===== src/rtl/record_serializer_pkg.sv =====
// -----------------------------------------------------------------------------
// parser_pkg
// Shared constants and types for the parser back end.
//   REC_W     : parsed record width in bits (a multiple of 8)
//   WORD_W    : serialized output word width in bits
//   NWORDS    : output words per record
//   LAST_KEEP : byte-keep mask of the final word of a record
//   state_e   : serializer state (IDLE = nothing held, SEND = record held)
// -----------------------------------------------------------------------------
package parser_pkg;

  localparam int REC_W      = 296;
  localparam int WORD_W     = 32;
  localparam int KEEP_W     = WORD_W / 8;
  localparam int NWORDS     = (REC_W + WORD_W - 1) / WORD_W;
  localparam int LAST_BYTES = (REC_W - (NWORDS - 1) * WORD_W) / 8;

  // Valid bytes of the final word sit at the top of the word, so the mask
  // is a run of ones starting from the MSB.
  localparam logic [KEEP_W-1:0] LAST_KEEP = ~({KEEP_W{1'b1}} >> LAST_BYTES);

  typedef enum logic {
    IDLE = 1'b0,
    SEND = 1'b1
  } state_e;

endpackage


===== src/rtl/record_serializer_sat_counter.sv =====
// -----------------------------------------------------------------------------
// sat_counter
// Up-counter that sticks at its all-ones value.
//   clk     : clock
//   reset_b : asynchronous active-low reset, clears the count
//   inc     : count one on this rising edge
//   clr     : synchronous clear (wins over inc)
//   count   : current count
// -----------------------------------------------------------------------------
module sat_counter #(
  parameter int CNT_W = 16
) (
  input  logic             clk,
  input  logic             reset_b,
  input  logic             inc,
  input  logic             clr,
  output logic [CNT_W-1:0] count
);

  logic [CNT_W-1:0] r_count;

  always_ff @(posedge clk or negedge reset_b) begin
    if (!reset_b) begin
      r_count <= '0;
    end else if (clr) begin
      r_count <= '0;
    end else if (inc && (r_count != {CNT_W{1'b1}})) begin
      r_count <= r_count + CNT_W'(1);
    end
  end

  assign count = r_count;

endmodule


===== src/rtl/record_serializer.sv =====
// -----------------------------------------------------------------------------
// record_serializer
// Takes one parsed record per handshake and emits it as a framed stream of
// WORD_W-bit words (last + byte keep). Also counts lost-packet cycles
// (saturating) and fully serialized records (wrapping).
//   clk           : clock
//   reset_b       : asynchronous active-low reset
//   dataIn        : record, bit 0 = MSB of record byte 0
//   dataIn_val    : record valid
//   dataIn_ready  : record accepted when valid && ready at a clock edge
//   packetLost    : lost-packet indication, sampled every cycle
//   dataOut       : serialized word
//   dataOut_val   : word valid
//   dataOut_ready : downstream accepts the word
//   dataOut_last  : final word of a record
//   dataOut_keep  : byte-valid mask, MSB = dataOut top byte
//   lostCount     : saturating count of packetLost cycles
//   recCount      : wrapping count of records fully serialized
// -----------------------------------------------------------------------------
module record_serializer
  import parser_pkg::*;
#(
  parameter int REC_W  = 296,
  parameter int WORD_W = 32,
  parameter int CNT_W  = 16
) (
  input  logic                  clk,
  input  logic                  reset_b,
  input  logic [0:REC_W-1]      dataIn,
  input  logic                  dataIn_val,
  output logic                  dataIn_ready,
  input  logic                  packetLost,
  output logic [WORD_W-1:0]     dataOut,
  output logic                  dataOut_val,
  input  logic                  dataOut_ready,
  output logic                  dataOut_last,
  output logic [WORD_W/8-1:0]   dataOut_keep,
  output logic [CNT_W-1:0]      lostCount,
  output logic [CNT_W-1:0]      recCount
);

  localparam int NW         = (REC_W + WORD_W - 1) / WORD_W;
  localparam int PAD_W      = NW * WORD_W;
  localparam int KW         = WORD_W / 8;
  localparam int IDX_W      = (NW > 1) ? $clog2(NW) : 1;
  localparam int LST_BYTES  = (REC_W - (NW - 1) * WORD_W) / 8;
  localparam logic [KW-1:0]    L_LAST_KEEP = ~({KW{1'b1}} >> LST_BYTES);
  localparam logic [IDX_W-1:0] LAST_IDX    = IDX_W'(NW - 1);

  state_e              r_state;
  state_e              w_state_next;
  logic [0:PAD_W-1]    r_shift;
  logic [0:PAD_W-1]    w_load_vec;
  logic [IDX_W-1:0]    r_idx;
  logic [CNT_W-1:0]    r_rec_cnt;
  logic                r_run;
  logic                w_ready;
  logic                w_val;
  logic                w_at_last;
  logic                w_in_hs;
  logic                w_out_hs;
  logic [WORD_W-1:0]   w_word;
  logic                w_lost_inc;

  assign w_at_last = (r_idx == LAST_IDX);

  // The record is left-aligned in a word-multiple shift register so the
  // trailing pad bits of the last word come out as zero.
  assign w_load_vec = PAD_W'(dataIn) << (PAD_W - REC_W);

  always_comb begin
    w_state_next = r_state;
    w_ready      = 1'b0;
    w_val        = 1'b0;
    case (r_state)
      IDLE: begin
        w_ready = 1'b1;
        if (dataIn_val) begin
          w_state_next = SEND;
        end
      end
      SEND: begin
        w_val = 1'b1;
        // A new record may be taken in the cycle the last word leaves,
        // which gives bubble-free back-to-back records.
        w_ready = w_at_last && dataOut_ready;
        if (w_at_last && dataOut_ready && !dataIn_val) begin
          w_state_next = IDLE;
        end
      end
      default: begin
        w_state_next = IDLE;
      end
    endcase
  end

  assign w_in_hs  = dataIn_val && w_ready;
  assign w_out_hs = w_val && dataOut_ready;

  always_ff @(posedge clk or negedge reset_b) begin
    if (!reset_b) begin
      r_state   <= IDLE;
      r_shift   <= '0;
      r_idx     <= '0;
      r_rec_cnt <= '0;
    end else begin
      r_state <= w_state_next;
      if (w_in_hs) begin
        r_shift <= w_load_vec;
        r_idx   <= '0;
      end else if (w_out_hs) begin
        r_shift <= r_shift << WORD_W;
        r_idx   <= w_at_last ? '0 : r_idx + IDX_W'(1);
      end
      if (w_out_hs && w_at_last) begin
        r_rec_cnt <= r_rec_cnt + CNT_W'(1);
      end
    end
  end

  // r_run is low on the first edge after reset release so a packetLost
  // pulse coincident with that edge is not counted.
  always_ff @(posedge clk or negedge reset_b) begin
    if (!reset_b) begin
      r_run <= 1'b0;
    end else begin
      r_run <= 1'b1;
    end
  end

  assign w_lost_inc = packetLost && r_run;

  sat_counter #(
    .CNT_W (CNT_W)
  ) u_lost_cnt (
    .clk     (clk),
    .reset_b (reset_b),
    .inc     (w_lost_inc),
    .clr     (1'b0),
    .count   (lostCount)
  );

  // Shift-register bit 0 is the oldest record bit and maps to the word MSB.
  for (genvar gi = 0; gi < WORD_W; gi++) begin : g_word_bits
    assign w_word[WORD_W-1-gi] = r_shift[gi];
  end

  assign dataIn_ready = w_ready;
  assign dataOut_val  = w_val;
  assign dataOut      = w_val ? w_word : '0;
  assign dataOut_last = w_val && w_at_last;
  assign dataOut_keep = w_val ? (w_at_last ? L_LAST_KEEP : {KW{1'b1}}) : '0;
  assign recCount     = r_rec_cnt;

endmodule


===== config.mk =====
export PLATFORM = sky130hd
export DESIGN_NAME = record_serializer
export DESIGN_NICKNAME = d
export VERILOG_FILES = /design/src/rtl/record_serializer_pkg.sv /design/src/rtl/record_serializer_sat_counter.sv /design/src/rtl/record_serializer.sv
export SDC_FILE = /design/constraint.sdc
export NUM_CORES = 1
export LEC_CHECK = 0
export BUFFER_PORTS_ARGS = -buffer_cell sky130_fd_sc_hd__buf_2
export CAP_MARGIN = 40
export CORE_MARGIN = 1
export CORE_UTILIZATION = 56
export CTS_BUF_LIST = sky130_fd_sc_hd__clkbuf_4
export CTS_CLUSTER_SIZE = 25
export DETAILED_ROUTE_END_ITERATION = 7
export PLACE_DENSITY = 0.83
export REMOVE_ABC_BUFFERS = 1
export SLEW_MARGIN = 10
export SYNTH_ARGS = -nofsm -noshare
export SYNTH_HDL_FRONTEND = slang
export SYNTH_SLANG_ARGS = --single-unit

===== constraint.sdc =====
create_clock -name clk -period 2.08 [get_ports clk]
set_clock_uncertainty 0.05 [all_clocks]
set_input_delay 0.312 -clock clk [delete_from_list [all_inputs] [get_ports clk]]
set_output_delay 0.312 -clock clk [all_outputs]
set_load 0.05 [all_outputs]

==> impl_metrics.ini, run 1 <==
[outcome]
outcome = stopped before the end
stop_stage = 5_1_grt
error = [ERROR GRT-0232] Routing congestion too high. Check the congestion heatmap in the GUI.

[grt]
track_usage_pct = 55.86
grt_max_degree = 84
grt_overflow = 5

[cts]
cts_buffers = 86
clockBufferDepth = 3
cts_root_buf = clkbuf_4
cts-htree-levels = 3
cts_sinks = 334

[yosys]
synthTopCellsByArea = dfrtp_1 52%, a21oi_2 11%, a21oi_1 10%
ys_seq_area_share_pct = 52.27
syn_area_um2 = 15990
ys_types = 38
synth_warnings = 0
synth_top_area_cell = dfrtp_1
synth_top_area_share_pct = 52.27
ys_ff_latch = 334
synthesis.instances = 1718
synth_ff_type = dfrtp_1
synth_area_per_cell_um2 = 9.308
synth_edf_count = 0
async_reset_ff_share_pct = 100.0

[place]
place_area_um2 = 18250
gp_congestion = 0.8504
dp_hpwl_mm = 27.39
port_buffers = 371
dp_cells = 2389

[floorplan]
pin_count = 372
chipWidth_um = 171.0
fp-row-count = 61
die_h_um = 171.0
start_util_pct = 57.25

[sta]
postGrtWorstEndpoint = dataOut_last
endpoint_type = output port
[cells in the mapped netlist, drive strengths merged, types with 3 or more instances]
library cell	number
a21oi	531
dfrtp	334
nand2	281
nor2	275
buf	110
a22o	34
and2	33
clkbuf	22
xnor2	20
nand4	16
nand3	12
nor3	7
xor2	7
and3	5
ha	4
o21a	4
o21ai	4
mux2	3
nor4	3
[logic make-up after synthesis]
kind of cell	count (synthesis)	synth area share, %
compound gates	576	23.68
xor+xnor	27	1.479
fa+ha+maj	4	0.3130
buf+inv	134	5.571
flops	334	52.27
mux	4	0.2738
other cells	1	0.02345
simple gates	638	16.40
[repair_timing]
action	4_1_cts
resized for setup	118
setup endpoints to repair	39
hold buffers	300
endpoints found under the hold margin	621
buffers inserted	8
pin swaps	2
[per-layer routing]
layer	overflow	GRT usage, %
met1	0	58.95
met2	3	76.14
met3	0	36.18
met4	2	47.48
met5	0	7.130
[per-stage QoR]
stage	setup slack [ps]	hold WS (ps)	util, %
after floorplan	-15240	-33.59	-
after CTS	-122.6	28.91	81.52
after global placement	165.0	201.4	65.32
after detailed placement	86.48	201.8	65.32
==> run 2, diff against run 1 <==
--- a/config.mk
+++ b/config.mk
@@ -8,11 +8,9 @@
 export BUFFER_PORTS_ARGS = -buffer_cell sky130_fd_sc_hd__buf_2
 export CAP_MARGIN = 40
 export CORE_MARGIN = 1
-export CORE_UTILIZATION = 56
-export CTS_BUF_LIST = sky130_fd_sc_hd__clkbuf_4
-export CTS_CLUSTER_SIZE = 25
+export CORE_UTILIZATION = 40
 export DETAILED_ROUTE_END_ITERATION = 7
-export PLACE_DENSITY = 0.83
+export PLACE_DENSITY_LB_ADDON = 0.15
 export REMOVE_ABC_BUFFERS = 1
 export SLEW_MARGIN = 10
 export SYNTH_ARGS = -nofsm -noshare
==> run 2 against run 1 <==
- synthesized cell count stayed put
- the flow now finishes without violations
- synthesized area unchanged
==> impl_metrics.ini, run 2 <==
[yosys]
synthTopCellsByArea = dfrtp_1 52%, a21oi_2 11%, a21oi_1 10%
synth_ff_type = dfrtp_1
muxShareOfSynthArea_pct = 0.2738
synth_edf_count = 0
synth_warnings = 0
ys_types = 38
syn_area_um2 = 15990
synthAdderAreaFrac_pct = 0.3130
synthesis.instances = 1718
ys_ff_latch = 334
synth_xor_area_share_pct = 1.479
ys_seq_area_share_pct = 52.27
synth_top_family_by_area = compound AO/OA/AOI/OAI gates
synth_top_area_share_pct = 52.27
synth_top_area_cell = dfrtp_1
synth_area_per_cell_um2 = 9.308
synth.most_common_cell = dfrtp_1
yosys.area_share.simple_pct = 16.40
async_reset_ff_share_pct = 100.0
synth_compound_area_share_pct = 23.68
netlist_top_cells_count = 334 x dfrtp_1, 331 x a21oi_1, 281 x nand2_1

[floorplan]
dieArea_um2 = 40780
chipWidth_um = 201.9
fp-row-count = 72
start_util_pct = 41.00
pin_count = 372
die_h_um = 201.9
coreArea_um2 = 39010

[hold_path]
hold_path_class = in -> reg
holdPathStages = 3
hold_start = dataIn[236]

[cts]
cts_sinks = 334
cts_root_buf = clkbuf_16
cts_buffers = 38
tritoncts = built
cts-htree-levels = 2
clk_latency_ps = 550
clockBufferDepth = 3
clkSlewWorstSetupHoldPaths_ps = 60

[power]
p_switching_mw = 7.088
comb_power_share_pct = 28.0
swShare_pct = 32.30
p_int_mw = 14.86
p_clk_share_pct = 31.8
seqPwrFrac_pct = 40.2
leakage_nw = 10.23
irDropWorstVdd_uv = 486.0
power.density_nw_per_um2 = 1006

[routing]
drt-initial-drc-count = 803
first_pass_iters = 5
routedWlPerCell_um = 16.38
num_vias = 13980
ant_nets = 0
totalWireLength_mm = 45.24
vias_per_cell = 5.062
drc = 0

[grt]
grt_pass1_wl_mm = 70.66
grt_max_degree = 140
antenna_found_initial = 2
track_usage_pct = 21.28
grt_pass1_vias = 13850
grt_overflow = 0

[sta]
hold_violations = 0
finalCritPeriodShare_pct = 97.63
maxSlewHeadroom_pct = 65.02
rsz0062_at_grt = true
tightest_slew_ps = 519.8
setup_tns_ps = 0
setup_ws_ps = 49.34
slew_viol_final = 0
fin_crit_ps = 2031
fmax_mhz = 492.5
setup_violations = 0

[critical_path]
crit_path_top_delay_cell = dfrtp_4
reg2reg_from = r_state$_DFF_PN0_
crit_chain = buf_4, and4b_1, buf_6
reg2regPathDepth = 8
crit_required_ps = 1720
arrival_ps = 1670
cp_max_fo = 5
crit_start = r_state$_DFF_PN0_
cp.depth = 3
worstSetupPathType = reg -> out
critPathTopFamily = flip-flops
slowest_delay_ps = 540
cp-start-kind = register
cp_num_buf_inv = 2
crit_path_end_kind = output port

[final_layout]
regMostFlops = r_shift
nets = 2527
drive_gt1_share_pct = 33.04
final_common_cell = buf_2
multi_input_area_um2 = 6864
largest_register_ffs = 296
seq_area_um2 = 8362
area_delta_synth_final_pct = 36.41
fill_cells = 3573
final_cell_mix = 345 x buf_2, 333 x dfrtp_1, 331 x a21oi_1

[place]
gp_congestion = 0.8173
preCtsSetupSlack_ps = 46.41
port_buffers = 371
dp_hpwl_mm = 28.54

[outcome]
outcome = finished, final reports clean

[job]
maxCapViolCount = 0
[run 2: metrics by stage]
stage          std cells  util [%]  hold WS, ps  cell area [um^2]  total power [mW]
2_1_floorplan       1586         -       -33.59             15110             13.25
3_3_place_gp        2536     47.39        233.9             18490             14.22
3_5_place_dp        2536     47.39        216.4             18490             14.37
4_1_cts             2745     54.99       0.1059             21450             21.96
5_1_grt             2762     55.92        1.769             21810             23.17
6_report            2762     55.92        16.78             21810             21.95
[run 2: metal layers]
metal  GRT usage (%)  share of wire [%]  up-vias
li1                -                  -     6806
met4           7.549                2.8        2
met3           3.193                4.6       76
met5               0              0.018        -
met2           34.66                 47      372
met1           28.83                 45     6726
[run 2: worst paths after layout]
path / to / slack, ps
setup / recovery: dataOut_last / 50
hold / removal: r_shift[236]$_DFFE_PN0P_ / 20
setup reg to reg: r_shift[90]$_DFFE_PN0P_ / 60
hold reg to reg: recCount[15]$_DFFE_PN0P_ / 440
max in group asynchronous: r_shift[195]$_DFFE_PN0P_ / 940
min in group asynchronous: r_shift[233]$_DFFE_PN0P_ / 220
[run 2: final cells by class]
class | instances | area share, %
inverters | 2 | 0.03442
diodes | 1 | 0.01147
clock buffers | 53 | 5.139
well taps | 518 | 2.971
repair buffers | 595 | 21.29
clock inverters | 8 | 0.7571
multi-input cells | 1251 | 31.47
flip-flops and latches | 334 | 38.33
[run 2: logic make-up (layout without fill, tap and decap cells)]
logic type	Yosys count	count (layout)
AO/OA/AOI/OAI	576	576
XOR/XNOR	27	27
adder cells (fa/ha/maj)	4	4
buffers and inverters	134	658
flip-flops	334	334
multiplexers	4	5
other	1	2
AND/OR/NAND/NOR	638	638
[run 2: timing repair]
item / 4_1_cts / 5_1_grt
hold buffers: 141 / 0
hold endpoints to repair: 184 / 0
buffers inserted: 7 / 8
pin swaps: 1 / 3
gates resized for setup: 62 / 31
setup endpoints to repair: 39 / 93
gates cloned: 0 / 8
[run 2: power groups by stage]
stage	registers (mW)	logic, mW	clock network (mW)
CTS	8.81	5.99	7.16
global route	9.02	6.74	7.42
floorplan	8.97	4.28	0
finish	8.83	6.15	6.97
global placement	8.87	5.35	0
detailed placement	8.92	5.45	0
[run 2: tightest hold or removal path, delay by kind of cell]
kind,cells,cell delay [ps]
AOI/OAI and AO/OA,2,160
buffers and inverters,1,100
No activity file was read; power rests on OpenSTA's default activity.
